===== src/rtl/hqm_rcfwl_gclk_psocsync_tracker.sv =====
// PSoC sync tracker: aligns a free-running local phase counter to the distributed
// sync pulse, declares lock after NUM_LOCK on-time pulses, then emits clk_en at phase 0.
module hqm_rcfwl_gclk_psocsync_tracker #(
  parameter int RATIO_W  = 4,
  parameter int NUM_LOCK = 3
) (
  input  logic               adop_postclk_free,
  input  logic               rst_b,
  input  logic               sync_in,
  input  logic               enable,
  input  logic [RATIO_W-1:0] ratio,
  input  logic               err_clr,
  output logic [RATIO_W-1:0] phase,
  output logic               locked,
  output logic               clk_en,
  output logic               sync_err
);

  typedef enum logic [1:0] {IDLE, ACQUIRE, LOCKED} state_e;

  state_e             state_q, state_d;
  logic [RATIO_W-1:0] phase_q, phase_d, last_ph, phase_inc;
  logic [3:0]         good_q, good_d;
  logic [4:0]         good_nxt;
  logic               err_q, err_set, locked_q, clk_en_q;
  logic               at_end, good, early, missing;

  // Ratios below 2 collapse to R=2, so the last phase is never below 1.
  assign last_ph   = (ratio < RATIO_W'(2)) ? RATIO_W'(1) : ratio - RATIO_W'(1);
  assign at_end    = (phase_q == last_ph);
  assign phase_inc = (phase_q >= last_ph) ? '0 : phase_q + RATIO_W'(1);
  assign good_nxt  = {1'b0, good_q} + 5'd1;

  assign good    =  sync_in &  at_end;
  assign early   =  sync_in & ~at_end;
  assign missing = ~sync_in &  at_end;

  always_comb begin
    state_d = state_q;
    phase_d = phase_inc;
    good_d  = good_q;
    err_set = 1'b0;
    if (!enable) begin
      state_d = IDLE;
      phase_d = '0;
      good_d  = '0;
    end else begin
      case (state_q)
        IDLE: begin
          phase_d = '0;
          if (sync_in) begin
            state_d = ACQUIRE;
            good_d  = '0;
          end
        end
        ACQUIRE: begin
          if (good) begin
            good_d = good_nxt[3:0];
            if (good_nxt == 5'(NUM_LOCK)) state_d = LOCKED;
          end else if (early) begin
            good_d  = '0;
            phase_d = '0;
          end else if (missing) begin
            state_d = IDLE;
            good_d  = '0;
            phase_d = '0;
          end
        end
        LOCKED: begin
          // A missing pulse lets phase wrap naturally; an early one realigns.
          if (early || missing) begin
            err_set = 1'b1;
            state_d = ACQUIRE;
            good_d  = '0;
            if (early) phase_d = '0;
          end
        end
        default: begin
          state_d = IDLE;
          phase_d = '0;
          good_d  = '0;
        end
      endcase
    end
  end

  always_ff @(posedge adop_postclk_free or negedge rst_b) begin
    if (!rst_b) begin
      state_q  <= IDLE;
      phase_q  <= '0;
      good_q   <= '0;
      locked_q <= 1'b0;
      clk_en_q <= 1'b0;
      err_q    <= 1'b0;
    end else begin
      state_q  <= state_d;
      phase_q  <= phase_d;
      good_q   <= good_d;
      locked_q <= (state_d == LOCKED);
      clk_en_q <= (state_d == LOCKED) && (phase_d == '0);
      if (err_set)      err_q <= 1'b1;
      else if (err_clr) err_q <= 1'b0;
    end
  end

  assign phase    = phase_q;
  assign locked   = locked_q;
  assign clk_en   = clk_en_q;
  assign sync_err = err_q;

endmodule


===== config.mk =====
export PLATFORM = sky130hd
export DESIGN_NAME = hqm_rcfwl_gclk_psocsync_tracker
export DESIGN_NICKNAME = d
export VERILOG_FILES = /design/src/rtl/hqm_rcfwl_gclk_psocsync_tracker.sv
export SDC_FILE = /design/constraint.sdc
export NUM_CORES = 1
export LEC_CHECK = 0
export ABC_CLOCK_PERIOD_IN_PS = 2400
export CAP_MARGIN = 20
export CORE_ASPECT_RATIO = 2
export CORE_UTILIZATION = 25
export DETAILED_ROUTE_END_ITERATION = 8
export GPL_TIMING_DRIVEN = 1
export PLACE_DENSITY = 0.41
export SYNTH_ARGS = -nofsm -noshare
export SYNTH_HDL_FRONTEND = slang
export SYNTH_SLANG_ARGS = --single-unit

===== constraint.sdc =====
create_clock -name adop_postclk_free -period 2.4 [get_ports adop_postclk_free]
set_input_delay 0.48 -clock adop_postclk_free [delete_from_list [all_inputs] [get_ports adop_postclk_free]]
set_output_delay 0.48 -clock adop_postclk_free [all_outputs]
set_load 0.05 [all_outputs]

**After elaboration in Yosys (flattened, before gate mapping)**

Cells that the tools add are included.

- Output and inout bits: 7
- Logic and storage cells: 59
- Flip-flop bits (word level): 13
- Input bits: 9

- Order comparisons: 2
- Bitwise logic cells: 5
- Equal/unequal tests: 8
- Reductions and logical operators: 6
- Multiplexer cells: 29
- Add/subtract/negate cells: 3

Operator list:

| kind | count |
|---|---|
| 4-bit two-way mux | 14 |
| 2-bit two-way mux | 7 |
| 4-bit case mux with 3 select lines | 1 |
| 4-bit case mux with 2 select lines | 1 |
| 3-bit inequality test (second input constant) | 2 |
| 2-bit case mux with 3 select lines | 1 |
| 4-bit by 1-bit adder with 5-bit output (second input constant) | 1 |
| 5-bit by 2-bit equality test with 1-bit output (second input constant) | 1 |
| 1-bit two-way mux | 5 |
| 5-bit inequality test (second input constant) | 1 |
| 4-bit by 1-bit adder with 4-bit output (second input constant) | 1 |
| 2-bit equality test (second input constant) | 2 |
| 4-bit equality test | 1 |
| 4-bit greater-or-equal comparator | 1 |
| 4-bit zero test | 1 |
| 4-bit by 2-bit less-than comparator with 1-bit output (second input constant) | 1 |
| 4-bit by 1-bit subtractor with 4-bit output (second input constant) | 1 |
| 1-bit bitwise AND | 3 |
| 3-bit AND reduction | 1 |
| 2-bit by 1-bit equality test with 1-bit output (second input constant) | 1 |
| 2-bit zero test | 1 |
| 1-bit inverter | 2 |
| 2-bit nonzero test | 1 |
| 1-bit logical AND | 1 |
| 1-bit logical OR | 1 |

**Depth between registers and ports, before layout**

Gate-level depths: netlist of run 1.

- Depth after elaboration: 11
- Mapped depth: 13
- Gate-level depth less buffers: 13

**Worst setup path before layout of run 1**

Ideal clock, no wire load.

- Path kind: input -> register
- Start point: in ratio[0]
- End point: reg clk_en_q (netlist: clk_en)
- Buffers on the path: 0
- Stages on the path: 12
- Setup time: 65 ps
- Arrival: 2644 ps
- Setup slack: -308 ps
- Data required time: 2335 ps
- Cell sequence: inv_1 > ha_1 > or2_2 > ha_1 > nand4_1 > inv_1 > ha_1 > nand2_1 > o311a_2 > o221ai_1 > a2111oi_2 > o21a_1

- Word-level cells in the longest chain between the ends: 11
- Elaborated cells between the ends (all ways): 27
- Classes of those cells: 1 x add/sub; 2 x order compare; 2 x eq/ne; 15 x mux; 4 x bitwise; 3 x reduce/logical

RTL lines:

| what | RTL line | text |
|---|---|---|
| start, declared | 11 | `input logic [RATIO_W-1:0] ratio,` |
| 4-bit by 1-bit subtractor with 4-bit output or 4-bit by 2-bit less-than comparator with 1-bit output (tied branches) | 29 | `assign last_ph = (ratio < RATIO_W'(2)) ? RATIO_W'(1) : ratio - RATIO_W'(1);` |
| 4-bit two-way mux * | 29 |  |
| 4-bit greater-or-equal comparator or 4-bit equality test (tied branches) | 31, 30 |  |
| 4-bit two-way mux (tied with other cells) | 31 | `assign phase_inc = (phase_q >= last_ph) ? '0 : phase_q + RATIO_W'(1);` |
| 4-bit two-way mux (tied with other cells) | 63 | `end else if (missing) begin` |
| 4-bit two-way mux (tied with other cells) | 60 | `end else if (early) begin` |
| 4-bit two-way mux (tied with other cells) | 57 | `if (good) begin` |
| 4-bit case mux with 2 select lines or 2-bit case mux with 3 select lines (tied branches) | 48 | `case (state_q)` |
| 4-bit two-way mux or 2-bit two-way mux (tied branches) | 43 | `if (!enable) begin` |
| 4-bit zero test or 2-bit equality test (tied branches) | 100 | `clk_en_q <= (state_d == LOCKED) && (phase_d == '0);` |
| 1-bit logical AND * | 100 |  |
| end signal, assigned | 100 |  |
| end, declared | 25 | `logic err_q, err_set, locked_q, clk_en_q;` |

Mark *: on every way between the ends. The rest lies on a longest branch, timed or not.
A chain may end at the register's enable or synchronous reset.

**Final worst setup path of run 1**

- Start point: in ratio[1]
- End point: reg clk_en_q (netlist: clk_en)

Same word-level chain as after synthesis.

==> results.yml, run 1 <==
run_status:
  status: "finished with violations"
  violations: "setup timing"
critical_path:
  ff2ff_setup_slack_ps: 210
  rr_worst_depth: 11
  r2r-end: "clk_en$_DFF_PN0_"
  cp_max_fo: 3
  slowest_stage: "ha_4"
  slowest_delay_ps: 260
  critPathMostFrequentCell: "ha_4"
  required_ps: 2580
  cp_cell_sequence: "buf_12 > inv_12 > ha_4 > or2_4 > ha_4 > nand4_1 > buf_4 > ha_4 > nor3b_4 > o21ai_1 > a21boi_2 > a211oi_2 > o21a_1"
  rr_startpoint: "phase[0]$_DFF_PN0_"
  worstSetupEndpointType: "flop"
  path_buf_inv: 3
  cp.depth: 13
  cp_top_family: "compound AO/OA/AOI/OAI gates"
  cp.arrival_ps: 2660
  startpoint_type: "input pin"
  worst-setup-path-type: "input pin to flop"
min_path:
  min-delay-start: "sync_err$_DFFE_PN0P_"
  hold_class: "flop to flop"
  hold_path_depth: 2
  worstHoldEndpoint: "sync_err$_DFFE_PN0P_"
synthesis:
  syn_inst: 111
  netlist_area_sq_mm: 0.00100
  async_flop_share_pct: 100
  synth_seq_area_share_pct: 32.4
  ys_ff_latch: 13
  synth_warnings: 0
  synth.largest_area_cell: "dfrtp_1"
  synthXorXnorAreaFrac_pct: 1.74
  synth_nets: 135
  synth_edf_count: 0
  synthDistinctLibCells: 36
  syn_area_per_cell_sq_um: 9.05
  muxShareOfSynthArea_pct: 0
  ys.flop_type: "dfrtp_1"
  synth-simple-area-share_pct: 22.2
  post_synth_main_area_contributors: "dfrtp_1 32%, ha_1 19%, inv_1 5.2%"
  synthAdderAreaFrac_pct: 18.7
  synth_top_family_by_area: "simple AND/OR/NAND/NOR gates"
  yosys.area.top_type_share_pct: 32.4
  synth_compound_area_share_pct: 19.8
finish:
  antenna_cells: 0
  fin_nets: 181
  design_area_sq_mm: 0.00169
  drive_gt1_share_pct: 42.3
  syn_to_final_growth_pct: 67.7
  nFillCells: 412
  stdcell_count: 207
timing:
  maxSlewViolCount: 0
  hold_ws_ps: 515
  setup_tns_ps: -312
  final.setup.worst_slack_ps: -75.3
  worst_clock_skew_ps: 1.48
  rsz0062_at_grt: "true"
  maxSlewHeadroom_pct: 57.6
  worstMarginPinSlew_ps: 634
  max_freq_ghz: 0.404
  fin_crit_sh_pct: 103
  setup-violations-final: 7
  hold_viol: 0
  fin_crit_ps: 2480
clock_network:
  clk_pin_slew_ps: 60
  clock_path_buffers: 2
  tritoncts: "built"
  insertion_delay_ps: 240
  cts_htree_levels: 1
  cts_root_buf: "clkbuf_8"
  cts_hold_buf: 0
  cts_made_buffers: 3
  clkSinkCount: 13
drt:
  vias: 964
  ant_nets: 0
  top_layer: "met4"
  routedWlPerCell_um: 14.0
  drc: 0
  met3RoutedLength_um: 86
  dr.pass1.iters: 3
  drtIter0Drc: 5
  met2_length_mm: 1.79
  met1_length_um: 925
  wirelength_mm: 2.90
  viasPerCell: 4.66
floorplanning:
  initial_core_util_pct: 26.1
  die_y_um: 91.7
  die_w_um: 46.8
  core_sq_mm: 0.00384
  io_pins: 16
  dieArea_sq_mm: 0.00429
  rows: 32
grt:
  grt.total_usage_pct: 14.7
  antenna_found_initial: 0
  first_global_vias: 1032
  grt_pass1_wl_mm: 4.59
  grt_max_degree: 14
  grt_overflow: 0
placed_design:
  io_buffers: 15
  gp_congestion: 0.693
  dpl_cell_area_sq_mm: 0.00142
  hpwlAfterDp_mm: 2.25
  dp.cells: 196
pwr:
  p_per_area_mw_per_mm2: 345
  p_leak_nw: 0.720
  irDropWorstVdd_mv: 0.223
job:
  drv_cap: 0
layout make-up:
type	instances	area, sq um	area share, %
Multi-Input combinational cell	84	818	48.6
Timing Repair Buffer	41	365	21.7
Sequential cell	13	325	19.3
Inverter	14	67.6	4.01
Tap cell	51	63.8	3.79
Clock buffer	4	45.0	2.67
metrics by stage:
stage	setup WS (ps)	util (%)	power, mW
final	-75.3	43.8	0.581
after global routing	-196	43.8	0.616
after CTS	-177	41.5	0.568
after detailed placement	-932	36.8	0.343
after global placement	-900	36.8	0.343
after floorplan	-31.5	-	0.288
logic make-up (layout without fill, tap and decap cells):
| kind of cell | count (synthesis) | after routing |
|---|---|---|
| AOI/OAI and AO/OA | 26 | 26 |
| xor gates and xnor gates | 2 | 2 |
| adders and majority gates | 15 | 15 |
| buffers and inverters | 14 | 59 |
| DFF | 13 | 13 |
| and+or+nand+nor | 41 | 41 |
registers in the layout (all words and copies together) (netlist names):
| register | cells |
|---|---|
| locked | 1 |
| state_q | 2 |
| clk_en | 1 |
| sync_err | 1 |
| phase | 4 |
| good_q | 4 |
tightest hold or removal path: cells and delay by family (launching register included):
kind | cells | cell delay (ps)
flops | 1 | 370
compound gates | 1 | 60
buf+inv | 1 | 50
where the power goes:
part | internal [mW] | total, mW | switching [mW]
Combinational | 0.0864 | 0.162 | 0.0760
Sequential | 0.222 | 0.224 | 0.00202
Clock | 0.117 | 0.196 | 0.0783
cell usage after synthesis (2+ instances only):
master    count
a21o_1        2
a21boi_0      2
nor3_1        2
dfrtp_1      13
nand3_1       4
o21ai_0       3
nor2_1        8
nor2b_1       4
nand2b_1      4
o211ai_1      2
o21a_1        4
a21boi_1      2
ha_1         15
inv_1        14
a21oi_1       3
or3_1         2
nand2_1       8
what timing repair did:
action | in CTS | in global routing
endpoints found under the setup margin | 13 | 11
pin swaps | 23 | 13
setup buffers | 6 | 3
resized for setup | 29 | 22
cells in the final DEF, fill, tap and decap left out, types with 2 or more instances in the layout:
master           synthesis  layout
nand2b_1                 4       3
clkdlybuf4s50_1          0      11
or3_1                    2       2
o211ai_1                 2       2
buf_6                    0       6
nand3_1                  4       3
a21o_1                   2       2
dfrtp_1                 13      13
inv_1                   14      11
a21oi_1                  3       2
o21a_1                   4       4
clkbuf_8                 0       3
nor2_2                   0       2
clkbuf_2                 0       2
nor2b_1                  4       3
ha_1                    15       9
nor2_1                   8       6
a21boi_2                 1       3
or4_4                    1       2
o21ai_0                  3       2
buf_4                    0      21
nand2_1                  8       7
ha_4                     0       6
per-layer routing:
metal  up-vias  GRT usage [%]
li1        477              -
met1       461           13.1
met2        18           28.6
met3         8           2.76
met4         0           5.95
met5         -              0
how the worst max path moves through the flow:
stage                                 end      from  slack (ps)
floorplan           good_q[3]$_DFFE_PN0P_  ratio[1]         -30
detailed placement       clk_en$_DFF_PN0_  ratio[1]        -930
global route        good_q[3]$_DFFE_PN0P_  ratio[1]        -200
CTS                      clk_en$_DFF_PN0_  ratio[1]        -180
finish                   clk_en$_DFF_PN0_  ratio[1]         -80
global placement         clk_en$_DFF_PN0_  ratio[1]        -900
Power figures use the tool's default switching activity.
==> run 2, diff against run 1 <==
ABC_AREA = 1   (was unset)
ABC_CLOCK_PERIOD_IN_PS = 2800   (was 2400)
CORE_MARGIN = 4   (was unset)
clock period = 2.8 ns   (was 2.4 ns; I/O delays follow)
==> run 2 against run 1 <==
  * The run now ends clean
  * Die area increased by 27%
  * Power decreased by 20%
  * Setup slack improved by 320 ps
  * Sequential share of layout area increased by 2.5 points
  * Hold slack improved by 37 ps
  * Global-route usage decreased by 2.5 points
  * Utilization decreased by 7.7 points
  * Routed wire length increased by 0.31%
  * Critical path type unchanged
  * Critical endpoint is now good_q[2]$_DFFE_PN0P_
  * Highest routed layer unchanged
==> results.yml, run 2 <==
run_status:
  status: "completed"
floorplanning:
  die_w_um: 54.1
  core_sq_mm: 0.00413
  initial_core_util_pct: 25.8
  io_pins: 16
  die_y_um: 100
  rows: 33
  dieArea_sq_mm: 0.00543
synthesis:
  netlist_area_sq_mm: 0.00106
  async_flop_share_pct: 100
  post_synth_main_area_contributors: "dfrtp_1 31%, ha_1 18%, nand2_1 12%"
  synth_warnings: 0
  synth_top_family_by_area: "simple AND/OR/NAND/NOR gates"
  yosys-top-cells-count: "35 x nand2_1, 29 x inv_1, 20 x nor2_1, 15 x ha_1, 13 x dfrtp_1"
  synth.largest_area_cell: "dfrtp_1"
  synthDistinctLibCells: 22
  synthAdderAreaFrac_pct: 17.6
  yosys.area.top_type_share_pct: 30.6
  synth_nets: 173
  ys.flop_type: "dfrtp_1"
  syn_area_per_cell_sq_um: 7.15
  syn_inst: 149
  synth_seq_area_share_pct: 30.6
  synth_edf_count: 0
  synth_compound_area_share_pct: 8.34
  synthXorXnorAreaFrac_pct: 0.823
  ys_ff_latch: 13
  synth.most_common_cell: "nand2_1"
  muxShareOfSynthArea_pct: 0
  synth-simple-area-share_pct: 32.1
timing:
  fin_crit_sh_pct: 91.4
  setup_tns_ps: 0
  setup-violations-final: 0
  maxSlewHeadroom_pct: 61.0
  maxSlewViolCount: 0
  worstMarginPinSlew_ps: 583
  max_freq_ghz: 0.391
  hold_ws_ps: 552
  fin_crit_ps: 2560
  worst_clock_skew_ps: 6.38
  rsz0062_at_grt: "false"
  hold_viol: 0
  final.setup.worst_slack_ps: 241
placed_design:
  gp_congestion: 0.700
  io_buffers: 15
  place_worst_setup_slack_ps: -383
  hpwlAfterDp_mm: 2.45
  dpl_cell_area_sq_mm: 0.00133
drt:
  drtIter0Drc: 13
  top_layer: "met4"
  met1_length_um: 929
  drc: 0
  routedWlPerCell_um: 12.8
  dr.pass1.iters: 2
  met2_length_mm: 1.90
  wirelength_mm: 2.91
  viasPerCell: 4.41
  met3RoutedLength_um: 64
  ant_nets: 0
  vias: 1000
grt:
  grt_overflow: 0
  grt.total_usage_pct: 12.2
  grt_pass1_wl_mm: 4.77
  grt_max_degree: 14
  first_global_vias: 1063
  antenna_found_initial: 0
clock_network:
  cts_made_buffers: 3
  clkSinkCount: 13
  tritoncts: "built"
  cts_root_buf: "clkbuf_8"
  cts_hold_buf: 0
  postCtsSetupBuffers: 0
  insertion_delay_ps: 240
  cts_htree_levels: 1
  clock_path_buffers: 2
  clk_pin_slew_ps: 60
critical_path:
  cp_max_fo: 6
  cp_top_family: "buffers and inverters"
  slowest_stage: "clkdlybuf4s50_1"
  slowest_delay_ps: 490
  worst-setup-path-type: "input pin to flop"
  startpoint_type: "input pin"
  required_ps: 2960
  cp.arrival_ps: 2720
  cp_cell_sequence: "clkdlybuf4s50_1 > xor2_1 > nand2_1 > ha_4 > nand3_4 > nor2_4 > ha_4 > nand2_2 > o21ai_2 > o21ai_1 > buf_4 > nand3_1 > o21ai_2"
  ff2ff_setup_slack_ps: 760
  path_buf_inv: 2
  worstSetupEndpointType: "flop"
finish:
  antenna_cells: 0
  utilization_pct: 36.2
  design_area_sq_mm: 0.00149
  syn_to_final_growth_pct: 40.2
  fin_nets: 200
  final_cell_mix: "33 x nand2_1, 27 x inv_1, 16 x nor2_1"
  final_common_cell: "nand2_1"
  drive_gt1_share_pct: 21.1
min_path:
  hold_class: "flop to flop"
job:
  drv_cap: 0
pwr:
  irDropWorstVdd_mv: 0.299
  p_per_area_mw_per_mm2: 312
  p_leak_nw: 0.729
[run 2: changes by cell type in the layout (fill, tap and decap cells not counted), sizes merged, moves of 3 or more]
cell / before / now
nand2: 9 / 38
buf: 28 / 7
nand2b: 4 / 0
nor2b: 4 / 0
a21boi: 5 / 0
o22ai: 0 / 3
nand3: 4 / 13
nor2: 8 / 21
o21a: 4 / 0
inv: 14 / 30
[run 2: power breakdown]
group	internal [mW]	switching, mW	leakage, nW	total [mW]
combinational	0.0466	0.0617	0.526	0.108
sequential	0.190	0.00201	0.181	0.192
clock	0.100	0.0657	0.0228	0.166
total	0.337	0.129	0.729	0.466
[run 2: cell families after synthesis]
logic type	Yosys count
AOI/OAI and AO/OA	13
and+or+nand+nor	77
DFF	13
buffers and inverters	30
adders and majority gates	15
xor gates and xnor gates	1
[run 2: path summary, 6_finish.rpt]
| path | start | to | depth (start not counted) |
|---|---|---|---|
| max in group asynchronous | rst_b | locked$_DFF_PN0_ | 1 |
| worst max register to register | phase[0]$_DFF_PN0_ | clk_en$_DFF_PN0_ | 13 |
| min in group asynchronous | rst_b | phase[1]$_DFF_PN0_ | 1 |
| worst max-delay path | ratio[2] | good_q[2]$_DFFE_PN0P_ | 13 |
| worst min register to register | sync_err$_DFFE_PN0P_ | sync_err$_DFFE_PN0P_ | 2 |
| worst min-delay path | sync_err$_DFFE_PN0P_ | sync_err$_DFFE_PN0P_ | 2 |
[run 2: worst min-delay path, stage by stage (launching register included)]
cell and delay [ps]:
dfrtp_1 390, inv_1 60, o22ai_1 70
[run 2: stage by stage]
step / std cells / total power [mW]
after detailed placement: 223 / 0.288
after global placement: 223 / 0.288
final: 227 / 0.466
after global routing: 227 / 0.495
after floorplan: 149 / 0.248
after CTS: 227 / 0.466
[run 2: timing repair]
action | in CTS | in global routing
pin swaps | 8 | 6
gates resized for setup | 15 | 12
setup endpoints to repair | 10 | 12
[run 2: layer usage]
layer	vias to the layer above	GRT usage, %
li1	519	-
met5	-	0
met3	2	1.78
met4	0	2.88
met1	467	9.59
met2	12	26.9
[run 2: final cells by class]
class	count	area (sq um)
tap	52	65.1
inverter	30	113
fill	452	2640
sequential	13	325
clock buffer	4	45.0
multi-input combinational	106	737
timing repair buffer	22	208
==> run 3, diff against run 2 <==
CTS_BUF_LIST = sky130_fd_sc_hd__clkbuf_16   (was unset)
==> run 3 against run 2 <==
  * Flip-flop and latch count is the same
  * Utilization grew 0.42 points
  * Sequential power is essentially flat
  * Clock skew shrank 3.8 ps
  * Die area is the same
  * Register-to-register slack is essentially flat
  * First-iteration DRC count grew 7.7%
  * Design area grew 1.2%
  * Non-clock buffer count is the same
  * Fmax shrank 1.1%
  * Sequential share of layout area shrank 0.25 points
==> results.yml, run 3 (synthesis gave the netlist of run 2 again) <==
run_status:
  status: "completed"
pwr:
  irDropWorstVdd_mv: 0.385
  p_leak_nw: 0.741
  p_per_area_mw_per_mm2: 368
  finalPower_mw: 0.556
floorplanning:
  core_sq_mm: 0.00413
  die_w_um: 54.1
  io_pins: 16
  die_y_um: 100
  initial_core_util_pct: 25.8
  dieArea_sq_mm: 0.00543
  rows: 33
timing:
  fin_crit_ps: 2590
  worst_clock_skew_ps: 2.57
  maxSlewHeadroom_pct: 61.3
  worstMarginPinSlew_ps: 579
  maxSlewViolCount: 0
  rsz0062_at_grt: "false"
  max_freq_ghz: 0.386
  setup-violations-final: 0
  hold_viol: 0
  fin_crit_sh_pct: 92.4
critical_path:
  worstSetupEndpointType: "flop"
  cp.arrival_ps: 2740
  worst-setup-path-type: "input pin to flop"
  cp_max_fo: 6
  required_ps: 2960
  startpoint_type: "input pin"
placed_design:
  dpl_cell_area_sq_mm: 0.00133
  hpwlAfterDp_mm: 2.45
  gp_congestion: 0.700
  io_buffers: 15
  dp.cells: 223
finish:
  final_common_cell: "nand2_1"
  syn_to_final_growth_pct: 41.8
  fin_nets: 200
  final_cell_mix: "34 x nand2_1, 28 x inv_1, 15 x nor2_1"
  drive_gt1_share_pct: 20.6
  nFillCells: 448
  antenna_cells: 0
  stdcell_count: 227
  design_area_sq_mm: 0.00151
grt:
  antenna_found_initial: 0
  grt_pass1_wl_mm: 4.80
  grt_max_degree: 14
  first_global_vias: 1065
  grt.total_usage_pct: 12.3
  grt_overflow: 0
clock_network:
  insertion_delay_ps: 240
  tritoncts: "built"
  cts_root_buf: "clkbuf_16"
  postCtsSetupBuffers: 0
  cts_hold_buf: 0
  clock_path_buffers: 2
  cts_made_buffers: 3
  cts_htree_levels: 1
  clkSinkCount: 13
  clk_pin_slew_ps: 40
job:
  drv_cap: 0
drt:
  wirelength_mm: 2.85
  routedWlPerCell_um: 12.6
  vias: 999
  ant_nets: 0
  drtIter0Drc: 14
  drc: 0
  dr.pass1.iters: 4
  viasPerCell: 4.40
min_path:
  hold_class: "flop to flop"
## run 3: metrics by stage
step | TNS, ps | worst slack (ps) | util [%] | hold WS, ps
CTS | 0 | 6.81 | 36.3 | 557
detailed placement | -3400 | -383 | 32.3 | 550
global placement | -3000 | -370 | 32.3 | 535
global route | 0 | 54.6 | 36.6 | 582
floorplan | 0 | 364 | - | 264
finish | 0 | 212 | 36.6 | 550
## run 3: cell type report
type / count / area, sq um / share of cell area, %
Multi-Input combinational cell: 106 / 724 / 48.0
Timing Repair Buffer: 22 / 204 / 13.5
Clock inverter: 1 / 3.75 / 0.249
Tap cell: 52 / 65.1 / 4.31
Clock buffer: 3 / 75.1 / 4.97
Inverter: 30 / 113 / 7.46
Sequential cell: 13 / 325 / 21.5
## run 3: layer usage
layer | track usage, % | vias up | part of all wire, %
li1 | - | 520 | -
met1 | 9.59 | 461 | 30
met2 | 27.0 | 16 | 66
met3 | 2.23 | 2 | 3.0
met4 | 2.30 | 0 | 0.49
met5 | 0 | - | 0
## run 3: where the power goes
group | switching, mW | internal [mW]
sequential | 0.00203 | 0.190
combinational | 0.0608 | 0.0449
clock | 0.0706 | 0.188
total | 0.133 | 0.423
## run 3: repair_timing
action / in CTS / in global routing
setup endpoints to repair: 10 / 12
pin swaps: 9 / 4
gates resized for setup: 21 / 4
## run 3: final timing paths
path	from	slack, ps	cells past startpoint	end
worst max-delay path	ratio[2]	210	14	good_q[2]$_DFFE_PN0P_
worst min-delay path	sync_err$_DFFE_PN0P_	550	2	sync_err$_DFFE_PN0P_
worst max register to register	phase[0]$_DFF_PN0_	770	11	good_q[2]$_DFFE_PN0P_
worst min register to register	sync_err$_DFFE_PN0P_	550	2	sync_err$_DFFE_PN0P_
max in group asynchronous	rst_b	1720	1	phase[0]$_DFF_PN0_
min in group asynchronous	rst_b	700	1	phase[1]$_DFF_PN0_
## run 3: worst max-delay path: stages
cell             delay, ps
clkdlybuf4s50_1        490
nor2_1                  70
nand2_1                 90
nand2_1                 70
ha_1                   330
nand3_4                 90
nor2_4                 170
ha_4                   230
nand2_1                 90
o21ai_2                 90
o21ai_1                140
buf_4                  160
nand3_1                 90
o21ai_2                 80
